--- config.mk ---
export PLATFORM = sky130hd
export DESIGN_NAME = uart_tx_flat
export DESIGN_NICKNAME = d
export VERILOG_FILES = /design/src/rtl/uart_pkg.sv /design/src/rtl/uart_tx_if.sv /design/src/rtl/uart_baud_cnt.sv /design/src/rtl/uart_tx.sv /design/src/flat_wrapper.sv
export SDC_FILE = /design/constraint.sdc
export NUM_CORES = 1
export LEC_CHECK = 0
export ABC_AREA = 1
export CAP_MARGIN = 20
export CORE_MARGIN = 2
export CORE_UTILIZATION = 50
export CTS_BUF_LIST = sky130_fd_sc_hd__clkbuf_8 sky130_fd_sc_hd__clkbuf_16
export CTS_CLUSTER_DIAMETER = 120
export CTS_CLUSTER_SIZE = 8
export DETAILED_ROUTE_END_ITERATION = 10
export GPL_TIMING_DRIVEN = 0
export PLACE_DENSITY = 0.79
export SYNTH_ARGS = -nofsm -noshare
export SYNTH_HDL_FRONTEND = slang
export SYNTH_SLANG_ARGS = --single-unit
--- constraint.sdc ---
create_clock -name clk_i -period 1.9 [get_ports clk_i]
set_input_delay 0.475 -clock clk_i [delete_from_list [all_inputs] [get_ports clk_i]]
set_output_delay 0.475 -clock clk_i [all_outputs]
set_load 0.02 [all_outputs]
--- src/rtl/uart_pkg.sv ---
// Shared UART definitions: transmitter FSM states and frame-length constants,
// kept here so a future receiver can reuse them.
package uart_pkg;

   localparam int unsigned DATA_BITS     = 8;
   localparam int unsigned STOP_BITS_ONE = 1;
   localparam int unsigned STOP_BITS_TWO = 2;

   typedef enum logic [2:0] {
      IDLE,
      START,
      DATA,
      PARITY,
      STOP
   } uart_tx_state_e;

   function automatic bit stop_bits_legal(input int unsigned n);
      return (n == STOP_BITS_ONE) || (n == STOP_BITS_TWO);
   endfunction

endpackage

--- src/rtl/uart_tx_if.sv ---
// Byte handshake plus serial-line status of the UART transmitter.
// master drives the byte stream, slave is the transmitter.
interface uart_tx_if;
   import uart_pkg::*;

   logic [DATA_BITS-1:0] data_i;
   logic                 valid_i;
   logic                 ready_o;
   logic                 tx_o;
   logic                 busy_o;

   modport master (output data_i, output valid_i, input ready_o, input tx_o, input busy_o);
   modport slave  (input data_i, input valid_i, output ready_o, output tx_o, output busy_o);

endinterface

--- src/rtl/uart_baud_cnt.sv ---
// Reloadable bit-period down-counter; expire_o is high while the count sits at zero.
module uart_baud_cnt #(
   parameter int unsigned CLKS_PER_BIT = 868
) (
   input  logic clk_i,
   input  logic rst_i,
   input  logic load_i,
   output logic expire_o
);

   localparam int unsigned CNT_W = $clog2(CLKS_PER_BIT);
   localparam logic [CNT_W-1:0] RELOAD = CNT_W'(CLKS_PER_BIT - 1);

   logic [CNT_W-1:0] cnt_q, cnt_d;

   always_comb begin
      cnt_d = cnt_q;
      if (load_i) begin
         cnt_d = RELOAD;
      end else if (cnt_q != '0) begin
         cnt_d = cnt_q - CNT_W'(1);
      end
   end

   always_ff @(posedge clk_i or posedge rst_i) begin
      if (rst_i) begin
         cnt_q <= '0;
      end else begin
         cnt_q <= cnt_d;
      end
   end

   assign expire_o = (cnt_q == '0);

endmodule

--- src/rtl/uart_tx.sv ---
// 8-bit UART transmitter with optional parity and one or two stop bits.
// tx_o is registered; the start bit appears the cycle after acceptance.
module uart_tx
   import uart_pkg::*;
#(
   parameter int unsigned CLKS_PER_BIT = 868,
   parameter int unsigned PARITY_EN    = 0,
   parameter int unsigned PARITY_ODD   = 0,
   parameter int unsigned STOP_BITS    = 1
) (
   input logic      clk_i,
   input logic      rst_i,
   uart_tx_if.slave bus
);

   if (CLKS_PER_BIT < 2) begin : g_bad_clks_per_bit
      $error("uart_tx: CLKS_PER_BIT must be at least 2");
   end
   if (!stop_bits_legal(STOP_BITS)) begin : g_bad_stop_bits
      $error("uart_tx: STOP_BITS must be 1 or 2");
   end

   uart_tx_state_e       state_q, state_d;
   logic [DATA_BITS-1:0] shift_q, shift_d;
   logic [2:0]           idx_q, idx_d;
   logic                 tx_q, tx_d;
   logic                 par_q, par_d;
   logic                 cnt_expire;
   logic                 accept;
   logic                 bit_end;

   assign accept  = bus.valid_i && (state_q == IDLE);
   assign bit_end = cnt_expire && (state_q != IDLE);

   uart_baud_cnt #(
      .CLKS_PER_BIT(CLKS_PER_BIT)
   ) u_baud_cnt (
      .clk_i   (clk_i),
      .rst_i   (rst_i),
      .load_i  (accept || bit_end),
      .expire_o(cnt_expire)
   );

   // Parity accumulates each captured bit as it is shifted onto the line.
   always_comb begin
      state_d = state_q;
      shift_d = shift_q;
      idx_d   = idx_q;
      tx_d    = tx_q;
      par_d   = par_q;
      case (state_q)
         IDLE: begin
            tx_d = 1'b1;
            if (accept) begin
               state_d = START;
               shift_d = bus.data_i;
               idx_d   = '0;
               par_d   = (PARITY_ODD != 0);
               tx_d    = 1'b0;
            end
         end
         START: begin
            if (bit_end) begin
               state_d = DATA;
               idx_d   = '0;
               tx_d    = shift_q[0];
               par_d   = par_q ^ shift_q[0];
               shift_d = shift_q >> 1;
            end
         end
         DATA: begin
            if (bit_end) begin
               if (idx_q == 3'(DATA_BITS - 1)) begin
                  idx_d = '0;
                  if (PARITY_EN != 0) begin
                     state_d = PARITY;
                     tx_d    = par_q;
                  end else begin
                     state_d = STOP;
                     tx_d    = 1'b1;
                  end
               end else begin
                  idx_d   = idx_q + 3'd1;
                  tx_d    = shift_q[0];
                  par_d   = par_q ^ shift_q[0];
                  shift_d = shift_q >> 1;
               end
            end
         end
         PARITY: begin
            if (bit_end) begin
               state_d = STOP;
               idx_d   = '0;
               tx_d    = 1'b1;
            end
         end
         STOP: begin
            tx_d = 1'b1;
            if (bit_end) begin
               if (idx_q == 3'(STOP_BITS - 1)) begin
                  state_d = IDLE;
                  idx_d   = '0;
               end else begin
                  idx_d = idx_q + 3'd1;
               end
            end
         end
         default: begin
            state_d = IDLE;
            tx_d    = 1'b1;
         end
      endcase
   end

   always_ff @(posedge clk_i or posedge rst_i) begin
      if (rst_i) begin
         state_q <= IDLE;
         shift_q <= '0;
         idx_q   <= '0;
         tx_q    <= 1'b1;
         par_q   <= 1'b0;
      end else begin
         state_q <= state_d;
         shift_q <= shift_d;
         idx_q   <= idx_d;
         tx_q    <= tx_d;
         par_q   <= par_d;
      end
   end

   assign bus.ready_o = (state_q == IDLE);
   assign bus.busy_o  = (state_q != IDLE);
   assign bus.tx_o    = tx_q;

endmodule
--- src/flat_wrapper.sv ---
// flat-port wrapper written by rule: the top's interface ports become plain ports
module uart_tx_flat import uart_pkg::*;
#(
   parameter int unsigned CLKS_PER_BIT = 868,
   parameter int unsigned PARITY_EN    = 0,
   parameter int unsigned PARITY_ODD   = 0,
   parameter int unsigned STOP_BITS    = 1
)
  (clk_i, rst_i, bus_data_i, bus_valid_i, bus_ready_o, bus_tx_o, bus_busy_o);
  uart_tx_if bus_i ();
  input logic clk_i;
  input logic rst_i;
  input wire logic [$bits(bus_i.data_i)-1:0] bus_data_i;
  input wire logic [$bits(bus_i.valid_i)-1:0] bus_valid_i;
  output wire logic [$bits(bus_i.ready_o)-1:0] bus_ready_o;
  output wire logic [$bits(bus_i.tx_o)-1:0] bus_tx_o;
  output wire logic [$bits(bus_i.busy_o)-1:0] bus_busy_o;
  assign bus_i.data_i = bus_data_i;
  assign bus_i.valid_i = bus_valid_i;
  assign bus_ready_o = bus_i.ready_o;
  assign bus_tx_o = bus_i.tx_o;
  assign bus_busy_o = bus_i.busy_o;
  uart_tx #(.CLKS_PER_BIT(CLKS_PER_BIT), .PARITY_EN(PARITY_EN), .PARITY_ODD(PARITY_ODD), .STOP_BITS(STOP_BITS)) u_core (.clk_i(clk_i), .rst_i(rst_i), .bus(bus_i));
endmodule
Word level (Yosys, flattened, before mapping)

Index checks and enable logic that the tools add are counted.

Bits in registers: 25
Latch bits: 0
Bits in writable memories: 0
ROM bits: 0
Input port bits: 11
Output and inout port bits: 3
Memories: 0

$add $sub $neg: 2
Multipliers: 0
Div/mod/pow operators: 0
$lt $le $gt $ge: 0
Equal/unequal tests: 14
Shift operators: 0
Multiplexer cells: 28
Bitwise operators: 0
Reduce and logical (&&, ||, !) cells: 16

Operator list:

| cell                    | number |
|---|---|
| $mux W3                 | 13 |
| $mux W8                 | 4 |
| $pmux W8 S3             | 1 |
| $mux W10                | 2 |
| $ne A2 B1 Y1 const B    | 8 |
| $pmux W3 S5             | 1 |
| $pmux W3 S4             | 1 |
| $logic_not A10 Y1       | 1 |
| $reduce_and A5 Y1       | 2 |
| $reduce_bool A10 Y1     | 1 |
| $sub A10 B1 Y10 const B | 1 |
| $reduce_and A7 Y1       | 1 |
| $eq A3 B2 Y1 const B    | 2 |
| $eq A3 B3 Y1 const B    | 2 |
| $logic_not A3 Y1        | 2 |
| $reduce_bool A3 Y1      | 2 |
| $mux W1                 | 5 |
| $pmux W1 S4             | 1 |
| $reduce_bool A4 Y1      | 1 |
| $add A3 B1 Y3 const B   | 1 |
| $eq A3 B1 Y1 const B    | 1 |
| $reduce_and A3 Y1       | 1 |
| $logic_and A1 B1 Y1     | 2 |
| $ne A2 B2 Y1 const B    | 1 |
| other kinds (3)         | 3 |

Logic depth before layout (Yosys ltp)

Gate-level depths: netlist of the first run.

Depth after elaboration: 4
Gate-level depth with buffers: 10
Mapped depth without buffers: 9

Modules after synthesis

From an unflattened synthesis of the first run, not the netlist that was laid out.

Cells, all modules: 219
Area total of the unflattened synthesis: 1,687.9 um^2

Modules (own cells, without submodules):

| module        | times used | cells each | area an instance (um^2) | seq. area each (um^2) |
|---|---|---|---|---|
| uart_tx       | 1          | 138        | 1,092.3                 | 376.6 |
| uart_baud_cnt | 1          | 81         | 595.6                   | 250.2 |

Worst setup path before layout of the first run

OpenSTA, ideal clock, no wires.

Kind: flip-flop to flip-flop
From: register u_core.u_baud_cnt.cnt_q[0]
To: register u_core.shift_q[0]
Setup time: 0.123 ns
Arrival time: 1.393 ns
Required time: 1.777 ns
Setup slack: 0.383 ns
Stages on the path, launching flop included: 11
Path buffers: 1
Clock period less this slack: 1.517 ns
Path through: dfrtp_1 > inv_1 > ha_1 > nand2_1 > nor2_4 > nand3_2 > o21ai_2 > nand2_4 > buf_6 > nand2_2 > o21ai_2

Cells in the longest elaborated chain, start to end: 4
Elaborated cells between the ends (all ways): 5
Those cells by class: 2 x eq/ne; 3 x reduce/logical

Ends and longest elaborated chain:

| item                                 | line                | RTL |
|---|---|---|
| start, declared                      | uart_baud_cnt.sv:14 | `logic [CNT_W-1:0] cnt_q, cnt_d;` |
| start signal, assigned               | uart_baud_cnt.sv:29 | `cnt_q <= cnt_d;` |
| $logic_not A10 Y1 *                  | uart_baud_cnt.sv:33 | `assign expire_o = (cnt_q == '0);` |
| $logic_and A1 B1 Y1 *                | uart_tx.sv:33       | `assign bit_end = cnt_expire && (state_q != IDLE);` |
| $ne A2 B1 Y1 (no source line)        | n/a                 |  |
| $reduce_and A5 Y1 (no source line) * | n/a                 |  |
| end signal, assigned                 | uart_tx.sv:124      | `shift_q <= shift_d;` |
| end, declared                        | uart_tx.sv:24       | `logic [DATA_BITS-1:0] shift_q, shift_d;` |

Mark *: on every way between the ends. The rest lies on a longest branch, timed or not.
A chain may end at the register's enable or synchronous reset.

Final worst setup path of the first run

From: register u_core.state_q[1]
To: output bus_busy_o

Cells in the longest elaborated chain, start to end: 1

Ends and longest elaborated chain:

| item                   | line               | RTL |
|---|---|---|
| start, declared        | uart_tx.sv:23      | `uart_tx_state_e state_q, state_d;` |
| start signal, assigned | uart_tx.sv:123     | `state_q <= state_d;` |
| $reduce_bool A3 Y1     | uart_tx.sv:132     | `assign bus.busy_o = (state_q != IDLE);` |
| end, declared          | flat_wrapper.sv:17 | `output wire logic [$bits(bus_i.busy_o)-1:0] bus_busy_o;` |

No other way between the ends.

==> results.yml, run 1 <==
grt:
  grt_start_max_net_pins: 26
  grt_pass1_vias: 1158
  overflow: 0
  grt_pass1_wl_mm: 4.98
  track_usage: 0.187
  antenna_found_initial: 0
timing:
  tightestPinTransition_ns: 0.512
  max_freq_ghz: 0.549
  fin_crit_sh: 0.959
  whs_ns: 0.479
  fin_ws_ns: 0.0777
  setup_tns_ns: 0
  hold_viol: 0
  rsz0062_at_grt: "no"
  slew_headroom: 0.658
  min_period_ns: 1.82
  slew_viol_final: 0
  fin_worst_skew_ns: 0.00151
  setup_viol: 0
die:
  dieArea_sq_um: 3480
  die_h_um: 59.0
  die_w_um: 59.0
  rows: 19
  initial_utilization: 0.540
  coreArea_sq_um: 2810
  num_io_pins: 14
clocking:
  clockRootBuffer: "clkbuf_8"
  clock-sinks: 25
  clock_latency_ns: 0.26
  h-tree-depth: 1
  cts.clk_slew.worst_paths_ns: 0.08
  numCtsBuffers: 3
  ctsHoldBuffers: 0
  cts_tree: "yes"
  clk_path_buf_depth: 2
power:
  vdd_drop_max_mv: 0.853
  power_leakage_nw: 0.933
  power.density_nw_per_um2: 1480
setup_path:
  reg2reg_to: "u_core.state_q[0]"
  start_kind: "flip-flop"
  r2r-start: "u_core.u_baud_cnt.cnt_q[0]"
  worstPathArrival_ns: 1.35
  worstPathMaxFanout: 4
  rrSetupSlack_ns: 0.19
  reg2reg_depth: 9
  critPathRequiredTime_ns: 1.42
  critPathCapture: "bus_busy_o"
  setup.worst_path.start: "u_core.state_q[1]"
  critPathKind: "flip-flop to output pin"
  cp-end-kind: "output pin"
logic_synthesis:
  synth_area_leaders: "dfrtp_1, nand2_1, inv_1"
  synth_most_common_cell: "nand2_1"
  synth_nets: 211
  yosysTopAreaCellShare: 0.397
  yosys-top-cells-count: "nand2_1, inv_1, dfrtp_1"
  synth-seq-cells: 25
  synth_top_family_by_area: "simple AND/OR/NAND/NOR gates"
  avgSynthCellArea_sq_um: 7.72
  yosys-mux-area-fraction: 0
  yosysWarningCount: 0
  synthXorXnorAreaFrac: 0.0174
  ys_seq_area_frac: 0.414
  synthArstFlopShare: 1.00
  ys_types: 27
  synth_edf_count: 0
  synth-simple-area-share: 0.312
  synthAdderAreaFrac: 0.0331
  synth-compound-area-share: 0.129
  yosysTopAreaCell: "dfrtp_1"
  syn_inst: 196
  synthFlopType: "dfrtp_1"
  synth_area_sq_um: 1510
routing:
  drc_errors: 0
  wire_per_inst_um: 11.3
  ant_nets: 0
  drt_iter0_markers: 40
  dr.pass1.iters: 4
  vias: 1232
  viasPerCell: 4.97
  drt_wl_total_mm: 2.80
final_layout:
  final_core_util: 0.635
  final_net_count: 233
  nFillCells: 243
  syn_to_final_growth_pct: 17.7
  diodes: 0
  drive_gt1_frac: 0.189
placed_design:
  gp_congestion: 0.801
  place.port_buffers: 13
  pre_cts_ws_ns: 0.0370
  place_hpwl_mm: 2.06
status:
  run_status: "complete, no violations"
job:
  cap_viol_max_count: 0
hold_path:
  worstHoldPathType: "flip-flop to flip-flop"
[placed cells by master (no fill, tap or decap), types with 6 or more instances in the layout]
cell	Yosys	final
nand2_1	59	59
nand3_1	11	11
o21ai_2	10	9
nor2_1	12	12
clkdlybuf4s50_1	0	10
inv_2	6	6
o21ai_0	10	10
dfrtp_1	24	23
inv_1	26	27
[power by group]
group / total [W] / switching, W / leakage [nW] / internal [W]
sequential: 0.000879 / 0.000143 / 0.299 / 0.000736
combinational: 0.00146 / 0.000897 / 0.607 / 0.000560
clock: 0.000302 / 0.000157 / 0.0269 / 0.000144
[stage by stage]
stage / power [W] / std cells / instance area [sq um]
after floorplan: 0.00198 / 196 / 1510
after global placement: 0.00227 / 240 / 1680
after detailed placement: 0.00230 / 240 / 1680
after CTS: 0.00262 / 245 / 1730
after global routing: 0.00289 / 248 / 1780
final: 0.00264 / 248 / 1780
[cells by family after synthesis]
kind of cell | count (synthesis)
DFF | 25
adders and majority gates | 4
and+or+nand+nor | 100
xor gates and xnor gates | 3
buffers and inverters | 35
AOI/OAI and AO/OA | 29
[layout make-up]
cell class	count	area, sq um	share of cell area
multi-input cells	136	758	0.426
clock inverters	1	3.75	0.00211
well taps	31	38.8	0.0218
inverters	32	120	0.0674
repair buffers	17	168	0.0941
flip-flops and latches	25	628	0.353
clock buffers	3	41.3	0.0232
plain buffers	3	23.8	0.0133
[sequential cells by signal (all words and copies together) (netlist names)]
| name | cells |
|---|---|
| u_core.u_baud_cnt.cnt_q | 10 |
| u_core.state_q | 3 |
| u_core.idx_q | 3 |
| u_core.shift_q | 8 |
| u_core.bus.tx_o | 1 |
[critical path, stage by stage, from the launching register on]
cell	delay [ns]
dfrtp_1	0.43
inv_2	0.09
nand2_4	0.07
nor2_4	0.12
inv_1	0.06
dlygate4sd2_1	0.31
[routing by layer]
metal,part of all wire,global-route usage,wire length (um),vias up
met3,0.038,0.0480,106,4
li1,-,-,-,651
met2,0.47,0.298,1310,18
met1,0.48,0.250,1360,559
met5,0,0,0,-
met4,0.0086,0.0552,24,0
[how the worst min path moves through the flow]
stage | from | endpoint | slack, ns | depth (start not counted)
after global routing | u_core.shift_q[2] | u_core.shift_q[2] | 0.51 | 2
final | u_core.shift_q[7] | u_core.shift_q[7] | 0.48 | 2
after CTS | u_core.shift_q[3] | u_core.shift_q[3] | 0.48 | 2
after global placement | u_core.shift_q[3] | u_core.shift_q[3] | 0.46 | 2
after floorplan | u_core.shift_q[2] | u_core.shift_q[2] | 0.45 | 2
after detailed placement | u_core.shift_q[3] | u_core.shift_q[3] | 0.46 | 2
[repair_timing]
item,4_1_cts,5_1_grt
hold endpoints to repair,0,0
buffers inserted,1,2
pin swaps,1,0
endpoints found under the setup margin,2,6
gates resized for setup,3,3
Note: power is estimated with default switching activity, not from simulation.
==> inputs of run 2 (changes only) <==
CTS_BUF_LIST = sky130_fd_sc_hd__clkbuf_8   (was sky130_fd_sc_hd__clkbuf_8 sky130_fd_sc_hd__clkbuf_16)
==> results of run 2 <==
The final DEF is identical to that of run 1; final timing and power are the same.
==> inputs of run 3 (changes only) <==
==> constraint.sdc (replaced) <==
create_clock -name clk_i -period 1.9 [get_ports clk_i]
set_input_delay 0.38 -clock clk_i [delete_from_list [all_inputs] [get_ports clk_i]]
set_output_delay 0.38 -clock clk_i [all_outputs]
set_load 0.02 [all_outputs]
==> run 3 against run 2 <==
Against the previous run: design area is 1.8% lower; cell count is 1.2% lower; non-clock buffer count is 3 lower; sequential cell count stayed put; first-iteration DRC count is 48% higher; die area stayed put; count of clock-buffer cells in the layout stayed put; routed wire length is 3.5% lower; register-to-register slack worse by 0.06 ns; clock skew hardly changed; sequential power is 0.9% higher; largest cell class unchanged; largest power group unchanged; highest routed layer unchanged.
==> results.yml, run 3 (same netlist as run 1, synthesis figures left out) <==
timing:
  setup_tns_ns: 0
  setup_viol: 0
  tightestPinTransition_ns: 0.505
  max_freq_ghz: 0.559
  fin_crit_sh: 0.942
  slew_headroom: 0.663
  min_period_ns: 1.79
  slew_viol_final: 0
  hold_viol: 0
  rsz0062_at_grt: "yes"
  fin_worst_skew_ns: 0.00149
placed_design:
  gp_congestion: 0.801
  place.port_buffers: 13
  place_hpwl_mm: 2.06
  dpl-instance-area_sq_um: 1680
setup_path:
  start_kind: "flip-flop"
  worstPathMaxFanout: 2
  rrSetupSlack_ns: 0.13
  slowest_stage: "clkdlybuf4s50_1"
  worstPathArrival_ns: 1.41
  cp-end-kind: "output pin"
  crit_chain: "clkdlybuf4s50_1"
  critPathRequiredTime_ns: 1.52
  crit_buf_inv: 1
  critical-path-top-delay-family: "buffers and inverters"
  critPathKind: "flip-flop to output pin"
  critPathMaxStageDelay_ns: 0.60
grt:
  met1_usage: 0.250
  grt_start_max_net_pins: 26
  overflow: 0
  track_usage: 0.186
  gr-max-usage-layer: "met2"
  grt_pass1_wl_mm: 4.97
  use_met2: 0.297
  grt_pass1_vias: 1152
  met3_usage: 0.0480
  antenna_found_initial: 0
final_layout:
  design_area_sq_um: 1750
  diodes: 0
  mostFrequentLayoutCell: "nand2_1"
  final_cell_mix: "nand2_1, inv_1, dfrtp_1"
  largest_reg_flops: 10
  final_core_util: 0.624
  top_register: "u_core.u_baud_cnt.cnt_q"
  largest_registers: "u_core.u_baud_cnt.cnt_q: 10 flops, u_core.shift_q: 8 flops"
  drive_gt1_frac: 0.178
  syn_to_final_growth_pct: 15.6
  final_net_count: 230
clocking:
  post_cts_resized: 2
  clockRootBuffer: "clkbuf_8"
  clk_path_buf_depth: 2
  cts_tree: "yes"
  clock_latency_ns: 0.26
  clock-sinks: 25
  post_cts_buffers: 0
  numCtsBuffers: 3
  cts.clk_slew.worst_paths_ns: 0.08
  h-tree-depth: 1
  ctsHoldBuffers: 0
job:
  cap_viol_max_count: 0
power:
  vdd_drop_max_mv: 0.851
  power.density_nw_per_um2: 1470
  power_leakage_nw: 0.907
routing:
  wire_per_inst_um: 11.0
  drt_wl_total_mm: 2.70
  ant_nets: 0
  drc_errors: 0
  viasPerCell: 5.01
  drt_iter0_markers: 59
  dr.pass1.iters: 4
  vias: 1228
die:
  num_io_pins: 14
  rows: 19
  coreArea_sq_um: 2810
  dieArea_sq_um: 3480
  die_h_um: 59.0
  initial_utilization: 0.540
  die_w_um: 59.0
hold_path:
  worstHoldPathType: "primary input to asynchronous set/reset pin"
status:
  run_status: "complete, no violations"
## run 3: cell count changes in the layout (fill, tap and decap cells not counted)
cell | previous run | this run
o21ai_2 | 9 | 10
clkdlybuf4s50_1 | 10 | 11
dlygate4sd2_1 | 2 | 1
dlymetal6s2s_1 | 1 | 0
clkdlybuf4s15_1 | 0 | 1
o21ai_4 | 1 | 0
buf_4 | 4 | 1
## run 3: metrics by stage
stage / cells / power (W) / hold slack, ns / setup slack [ns]
2_1_floorplan: 196 / 0.00198 / 0.407 / 0.383
3_3_place_gp: 240 / 0.00227 / 0.459 / 0.122
3_5_place_dp: 240 / 0.00230 / 0.462 / 0.114
4_1_cts: 244 / 0.00260 / 0.483 / 0.0528
5_1_grt: 245 / 0.00283 / 0.490 / 0.000530
6_report: 245 / 0.00257 / 0.439 / 0.110
## run 3: final cells by class
type | instances | area (sq um)
buffer | 3 | 23.8
clock buffer | 3 | 41.3
clock inverter | 1 | 3.75
fill | 247 | 1050
inverter | 32 | 120
multi-input combinational | 136 | 751
sequential | 25 | 628
tap | 31 | 38.8
timing repair buffer | 14 | 144
## run 3: per-layer routing
layer | share of wire | vias to the layer above
li1 | - | 645
met1 | 0.49 | 561
met2 | 0.47 | 20
met3 | 0.036 | 2
met4 | 0.0063 | 0
met5 | 0 | -
## run 3: report_power, final
group / internal, W / switching [W]
Clock: 0.000144 / 0.000156
Combinational: 0.000521 / 0.000864
Sequential: 0.000736 / 0.000151
## run 3: worst paths after layout
| check | startpoint | to | depth (start not counted) |
|---|---|---|---|
| worst min register to register | u_core.shift_q[7] | u_core.shift_q[7] | 2 |
| max in group asynchronous | rst_i | u_core.bus.tx_o | 3 |
| worst min-delay path | rst_i | u_core.shift_q[5] | 2 |
| worst max-delay path | u_core.bus.tx_o | bus_tx_o | 1 |
| min in group clk_i | u_core.shift_q[7] | u_core.shift_q[7] | 2 |
| worst max register to register | u_core.u_baud_cnt.cnt_q[0] | u_core.idx_q[2] | 9 |
